--- src/rtl/alu_pkg.sv ---
// Shared definitions for the pipelined ALU: opcode encoding and flag bit positions.
// Opcodes 0-7 keep the legacy 3-bit ALU encoding so old microcode maps straight across.
package alu_pkg;

  typedef enum logic [3:0] {
    OP_ADD   = 4'd0,
    OP_SUB   = 4'd1,
    OP_DEC   = 4'd2,
    OP_INC   = 4'd3,
    OP_NOT   = 4'd4,
    OP_AND   = 4'd5,
    OP_OR    = 4'd6,
    OP_XOR   = 4'd7,
    OP_SHL   = 4'd8,
    OP_SHR   = 4'd9,
    OP_SAR   = 4'd10,
    OP_ROL   = 4'd11,
    OP_ROR   = 4'd12,
    OP_PASSB = 4'd13,
    OP_NEG   = 4'd14,
    OP_CMP   = 4'd15
  } alu_op_e;

  localparam int FLAG_N = 3;
  localparam int FLAG_Z = 2;
  localparam int FLAG_C = 1;
  localparam int FLAG_V = 0;

endpackage

--- src/rtl/alu_core.sv ---
// Purely combinational result and {N,Z,C,V} calculator for the ALU pipeline.
// Define ALU_SAT_EN to clamp ADD/SUB/INC/DEC/NEG overflow to the signed limits.
module alu_core
  import alu_pkg::*;
#(
  parameter int WIDTH = 8
) (
  input  logic [WIDTH-1:0] i_a,
  input  logic [WIDTH-1:0] i_b,
  input  alu_op_e          i_op,
  output logic [WIDTH-1:0] o_result,
  output logic [3:0]       o_flags
);

  localparam int              MSB  = WIDTH - 1;
  localparam int              SW   = $clog2(WIDTH);
  localparam logic [SW-1:0]   W_LO = SW'(WIDTH);

  logic [SW-1:0]    w_amt;
  logic [SW-1:0]    w_rot;
  logic [WIDTH-1:0] w_x;
  logic [WIDTH-1:0] w_y;
  logic             w_cin;
  logic [WIDTH:0]   w_sum;
  logic             w_ovf;
  logic [WIDTH:0]   w_shl;
  logic [WIDTH:0]   w_shr;
  logic [WIDTH:0]   w_sar;
  logic [WIDTH-1:0] w_rol;
  logic [WIDTH-1:0] w_ror;
  logic [WIDTH-1:0] w_res;
  logic [WIDTH-1:0] w_final;
  logic [WIDTH-1:0] w_nz;
  logic             w_c;
  logic             w_arith;

  // Non-power-of-two widths can name an amount >= WIDTH; fold it once for rotates.
  assign w_amt = i_b[SW-1:0];
  assign w_rot = ({1'b0, w_amt} >= (SW+1)'(WIDTH)) ? w_amt - W_LO : w_amt;

  // One adder serves every arithmetic op: subtraction is x + ~y + 1.
  // NOTE: every always_comb output gets a default first so no path can infer a latch.
  always_comb begin
    w_x   = i_a;
    w_y   = i_b;
    w_cin = 1'b0;
    case (i_op)
      OP_SUB, OP_CMP: begin w_y = ~i_b;          w_cin = 1'b1; end
      OP_DEC:         begin w_y = ~WIDTH'(1);    w_cin = 1'b1; end
      OP_INC:         begin w_y = WIDTH'(1);                   end
      OP_NEG:         begin w_x = '0; w_y = ~i_a; w_cin = 1'b1; end
      default:        ;
    endcase
  end

  assign w_sum = {1'b0, w_x} + {1'b0, w_y} + {{WIDTH{1'b0}}, w_cin};
  assign w_ovf = (w_x[MSB] == w_y[MSB]) && (w_sum[MSB] != w_x[MSB]);

  // The extra bit on each shifter catches the last bit shifted out.
  assign w_shl = {1'b0, i_a} << w_amt;
  assign w_shr = {i_a, 1'b0} >> w_amt;
  assign w_sar = $signed({i_a, 1'b0}) >>> w_amt;
  assign w_rol = (i_a << w_rot) | (i_a >> (WIDTH - int'(w_rot)));
  assign w_ror = (i_a >> w_rot) | (i_a << (WIDTH - int'(w_rot)));

  always_comb begin
    w_res   = i_a;
    w_c     = 1'b0;
    w_arith = 1'b0;
    case (i_op)
      OP_ADD, OP_SUB, OP_DEC, OP_INC, OP_NEG: begin
        w_res   = w_sum[WIDTH-1:0];
        w_c     = w_sum[WIDTH];
        w_arith = 1'b1;
      end
      OP_CMP:   begin w_res = i_a; w_c = w_sum[WIDTH]; w_arith = 1'b1; end
      OP_NOT:   w_res = ~i_a;
      OP_AND:   w_res = i_a & i_b;
      OP_OR:    w_res = i_a | i_b;
      OP_XOR:   w_res = i_a ^ i_b;
      OP_SHL:   begin w_res = w_shl[WIDTH-1:0]; w_c = w_shl[WIDTH]; end
      OP_SHR:   begin w_res = w_shr[WIDTH:1];   w_c = w_shr[0];     end
      OP_SAR:   begin w_res = w_sar[WIDTH:1];   w_c = w_sar[0];     end
      OP_ROL:   begin w_res = w_rol; w_c = (w_amt != '0) && w_rol[0];   end
      OP_ROR:   begin w_res = w_ror; w_c = (w_amt != '0) && w_ror[MSB]; end
      OP_PASSB: w_res = i_b;
      default:  ;
    endcase
  end

`ifdef ALU_SAT_EN
  logic w_sat;
  // Overflow direction follows the sign of x (both addends share it when V is set).
  assign w_sat   = w_ovf && (i_op inside {OP_ADD, OP_SUB, OP_DEC, OP_INC, OP_NEG});
  assign w_final = !w_sat ? w_res
                 : (w_x[MSB] ? {1'b1, {(WIDTH-1){1'b0}}} : {1'b0, {(WIDTH-1){1'b1}}});
`else
  assign w_final = w_res;
`endif

  // CMP reports the sign/zero of A-B while passing A through unchanged.
  assign w_nz     = (i_op == OP_CMP) ? w_sum[WIDTH-1:0] : w_final;
  assign o_result = w_final;

  always_comb begin
    o_flags         = '0;
    o_flags[FLAG_N] = w_nz[MSB];
    o_flags[FLAG_Z] = (w_nz == '0);
    o_flags[FLAG_C] = w_c;
    o_flags[FLAG_V] = w_arith && w_ovf;
  end

endmodule

--- src/rtl/alu_pipe.sv ---
// Two-stage valid/ready ALU pipeline: S1 holds operands+opcode, S2 holds result+flags.
// Saturating arithmetic is selected inside alu_core by the ALU_SAT_EN macro.
module alu_pipe
  import alu_pkg::*;
#(
  parameter int WIDTH = 8
) (
  input  logic             CLK,
  input  logic             RST,
  input  logic             IN_VALID,
  output logic             IN_READY,
  input  logic [WIDTH-1:0] ACC_IN,
  input  logic [WIDTH-1:0] BREG_IN,
  input  logic [3:0]       OP,
  output logic             OUT_VALID,
  input  logic             OUT_READY,
  output logic [WIDTH-1:0] ALU_OUT,
  output logic [3:0]       FLAGS
);

  logic             r_s1_valid;
  logic [WIDTH-1:0] r_s1_a;
  logic [WIDTH-1:0] r_s1_b;
  alu_op_e          r_s1_op;
  logic             r_s2_valid;
  logic [WIDTH-1:0] r_alu_out;
  logic [3:0]       r_flags;

  logic             w_s2_load;
  logic             w_s1_load;
  logic [WIDTH-1:0] w_result;
  logic [3:0]       w_flags;

  // Ready depends only on registered state and OUT_READY, never on IN_VALID.
  assign w_s2_load = r_s1_valid && (!r_s2_valid || OUT_READY);
  assign w_s1_load = !r_s1_valid || w_s2_load;
  assign IN_READY  = w_s1_load && !RST;

  // NOTE: sequential state uses non-blocking assignments so every register samples pre-edge values.
  always_ff @(posedge CLK) begin
    if (RST) begin
      r_s1_valid <= 1'b0;
      r_s2_valid <= 1'b0;
      r_alu_out  <= '0;
      r_flags    <= '0;
    end else begin
      if (w_s1_load) r_s1_valid <= IN_VALID;
      if (w_s2_load) begin
        r_s2_valid <= 1'b1;
        r_alu_out  <= w_result;
        r_flags    <= w_flags;
      end else if (OUT_READY) begin
        r_s2_valid <= 1'b0;
      end
    end
  end

  // NOTE: operand registers carry no reset; they are only observed behind r_s1_valid.
  always_ff @(posedge CLK) begin
    if (w_s1_load && IN_VALID) begin
      r_s1_a  <= ACC_IN;
      r_s1_b  <= BREG_IN;
      r_s1_op <= alu_op_e'(OP);
    end
  end

  alu_core #(.WIDTH(WIDTH)) u_core (
    .i_a      (r_s1_a),
    .i_b      (r_s1_b),
    .i_op     (r_s1_op),
    .o_result (w_result),
    .o_flags  (w_flags)
  );

  assign OUT_VALID = r_s2_valid;
  assign ALU_OUT   = r_alu_out;
  assign FLAGS     = r_flags;

endmodule
--- config.mk ---
export PLATFORM = sky130hd
export DESIGN_NAME = alu_pipe
export DESIGN_NICKNAME = d
export VERILOG_FILES = /design/src/rtl/alu_pkg.sv /design/src/rtl/alu_core.sv /design/src/rtl/alu_pipe.sv
export SDC_FILE = /design/constraint.sdc
export NUM_CORES = 1
export LEC_CHECK = 0
export BUFFER_PORTS_ARGS = -buffer_cell sky130_fd_sc_hd__buf_4
export CAP_MARGIN = 20
export CORE_UTILIZATION = 65
export CTS_BUF_LIST = sky130_fd_sc_hd__clkbuf_8
export DETAILED_ROUTE_END_ITERATION = 12
export PLACE_DENSITY = 0.86
export REMOVE_ABC_BUFFERS = 1
export SLEW_MARGIN = 40
export SYNTH_ARGS = -nofsm -noshare
export SYNTH_HDL_FRONTEND = slang
export SYNTH_SLANG_ARGS = --single-unit
--- constraint.sdc ---
create_clock -name CLK -period 11.9 [get_ports CLK]
set_input_delay 2.38 -clock CLK [delete_from_list [all_inputs] [get_ports CLK]]
set_output_delay 2.38 -clock CLK [all_outputs]
set_load 0.1 [all_outputs]
==> results.md <==
* Status: finished clean
* Fmax at 177 MHz
* Clock skew at 14.3 ps
* Reg-to-Reg Start: r_s1_op[1]
* Post-synthesis instance total at 519
* Die area at 6650 sq um
* Hold buffer count at CTS at 0
* CTS tree: done
* Fraction of registers with async set/reset at 0%
* GRT Overall Usage at 42.1%
* Placed cells at 592
* Stages on the worst setup path at 4
* WL final at 13.5 mm
* Worst Reg2Reg Path Length in Cells at 15
* Pwr dens at 104 nW/um^2
* Total congestion overflow at 0
* Synth top cells by count: nand2_1, nor2_1, a21oi_1
* Initial Utilization at 68.3%
* Prevailing post-synth register cell: edfxtp_1
* Critical path required time at 9520 ps
* Launch point of the critical path: OUT_READY
* Peak supply drop at 0.101 mV
* Nets at 576
* Vias in the first global route at 4027
* Worst Path Buf+Inv at 2
* Share of the synthesized area in the top cell type at 14.6%
* CP Capture Point: IN_READY
* Synth area leaders: edfxtp_1, ha_1, dfxtp_1
* Master of the slowest instance on the critical path: nor2b_1
* Layout cells sized above 1 at 16.0%
* Height of the die at 81.6 um
* Final setup violation count at 0
* Static Leakage at 1.85 nW
* Leading area contributor after synthesis: edfxtp_1
* Post-synthesis cell area at 4110 sq um
* Number of buffers added on ports at 37
* DPL Wire Length at 9.29 mm
* Post_cts resized at 0
* Critical path type: in -> out
* Area of the multi-input gates at 2950 sq um
* Layout filler cell count at 437
* Hold WC Path Type: reg -> reg
* FF-to-FF End: FLAGS[2]
* Slew Limit Fails at 0
* Die width at 81.6 um
* Register area at 881 sq um
* Synth Warn # at 0
* TritonRoute pass-1 iters at 8
* Worst path arrival time at 3280 ps
* Worst path max stage delay at 410 ps
* Vias post-DR at 4395
* Core box area at 6030 sq um
* Crit-path most repeated cell: buf_4
* Sequential share of the synthesized area at 21.4%
* Antenna violations before repair at 0
* Post-route ant nets at 0
* Vias/cell at 7.33
* CP Cell Sequence: buf_4, nor2b_1, a21oi_1, buf_4
* Slew @ Worst Pin at 898 ps
* Clock-pin slew on the worst setup and hold paths at 70 ps
* Final Util at 74.7%
* Post-route setup TNS at 0 ps
* Slew HR at 40.0%
* Maximum Capacitance Violations at 0
* Placer Congestion at 0.998
* Post-CTS setup buffers at 0
* Kind of cell adding the most delay to the critical path: simple AND/OR/NAND/NOR gates
* DRC at 0
* Most frequent cell after synthesis: nand2_1
* Synthesized flop and latch total at 34
* H-tree depth at 2
* WL per Instance at 22.4 um
* Avg Inst Size Synth at 7.93 sq um
* Largest net degree at the start of global routing at 55
* Row cnt at 28
* Antenna cells at 0
* CP Max Fanout at 6
* Number of synthesized flops with an enable pin at 20
* Post-Layout Cell Count at 600
* Final Hold Fails at 0
* Time the worst path needs with I/O delays and setup at 5660 ps
* FF-to-FF setup slack at 7330 ps
* Critical path endpoint category: output port
* First-pass GRT wire length at 20.7 mm
* Root buffer cell: clkbuf_8
* Syn-to-layout area delta at 9.37%
* Distinct cell type count after synthesis at 68
* DRT iter0 DRCs at 534
* Critical path startpoint category: input pin
* Worst-Skew Late Latency at 300 ps
* Clk sink count at 34
* Final period util at 47.6%
* Max Buffers Root-to-Sink at 2
* CTS buffer count at 5
* RSZ-0062 raised after global routing: false
* Top-Level Pins at 38
* Worst hold margin at 464 ps
[per-stage QoR]
step                      worst slack (ps)  power, mW  instance area, sq um
after floorplan                       5570      0.275                  3910
after global placement                6390      0.319                  4340
after detailed placement              6240      0.326                  4360
after CTS                             6240      0.459                  4500
after global routing                  6200      0.481                  4500
final                                 6240      0.466                  4500
[sequential cells by signal, indices dropped and copies added, names as in the netlist]
name,flops
r_s1_b,8
r_s1_valid,1
r_s1_op,4
FLAGS,4
OUT_VALID,1
ALU_OUT,8
r_s1_a,8
[cell usage in the layout, fill, tap and decap left out, types with 8 or more instances in the layout]
master,synthesis,final
nand2_1,56,56
edfxtp_1,20,20
nor2_1,53,52
o32ai_1,14,14
mux2_2,11,11
a21oi_1,48,48
nor2b_1,9,8
mux4_2,8,8
mux2i_1,21,21
buf_4,0,44
a31oi_1,8,8
o21ai_0,18,18
a311oi_1,8,8
dfxtp_1,14,14
nor3_1,8,8
nand3_1,11,11
ha_1,26,26
inv_1,27,27
[cells by family (layout without fill, tap and decap cells)]
logic type	Yosys count	after routing	synth area share, %
and+or+nand+nor	176	176	20.6
AOI/OAI and AO/OA	158	158	26.7
buffers and inverters	74	80	7.63
muxes	43	43	13.5
DFF	34	34	21.4
adders and majority gates	28	28	8.88
xor gates and xnor gates	6	6	1.28
[where the power goes]
part	internal [mW]	leakage (nW)	total (mW)	switching, mW
Clock	0.0840	0.0683	0.134	0.0500
Combinational	0.0691	1.47	0.191	0.122
Sequential	0.132	0.310	0.141	0.00895
Total	0.285	1.85	0.466	0.181
[per-layer routing]
layer / vias up / routed length (um) / GRT usage (%)
li1: 1948 / - / -
met4: 0 / 770 / 24.6
met1: 2034 / 4990 / 52.8
met5: - / 0 / 0
met3: 77 / 1500 / 7.89
met2: 336 / 6210 / 67.3
[tightest hold or removal path, cell delays in order (launching register included)]
cell	delay [ps]
dfxtp_1	310
nand2_1	50
a21oi_1	50
[cell type report]
class	count	share of cell area, %
repair buffers	44	7.34
clock inverters	3	1.53
clock buffers	5	1.53
well taps	75	2.09
inverters	28	2.34
flip-flops and latches	34	19.6
multi-input cells	411	65.6
[how the worst min path moves through the flow]
stage                    start    endpoint  slack, ps  cells past startpoint
floorplan           r_s1_valid   OUT_VALID        500                      2
global placement    ALU_OUT[3]  ALU_OUT[3]        450                      2
detailed placement  ALU_OUT[2]  ALU_OUT[2]        460                      2
CTS                 ALU_OUT[2]  ALU_OUT[2]        470                      2
global route        ALU_OUT[3]  ALU_OUT[3]        490                      2
finish              ALU_OUT[2]  ALU_OUT[2]        460                      2
Power figures use the tool's default switching activity.
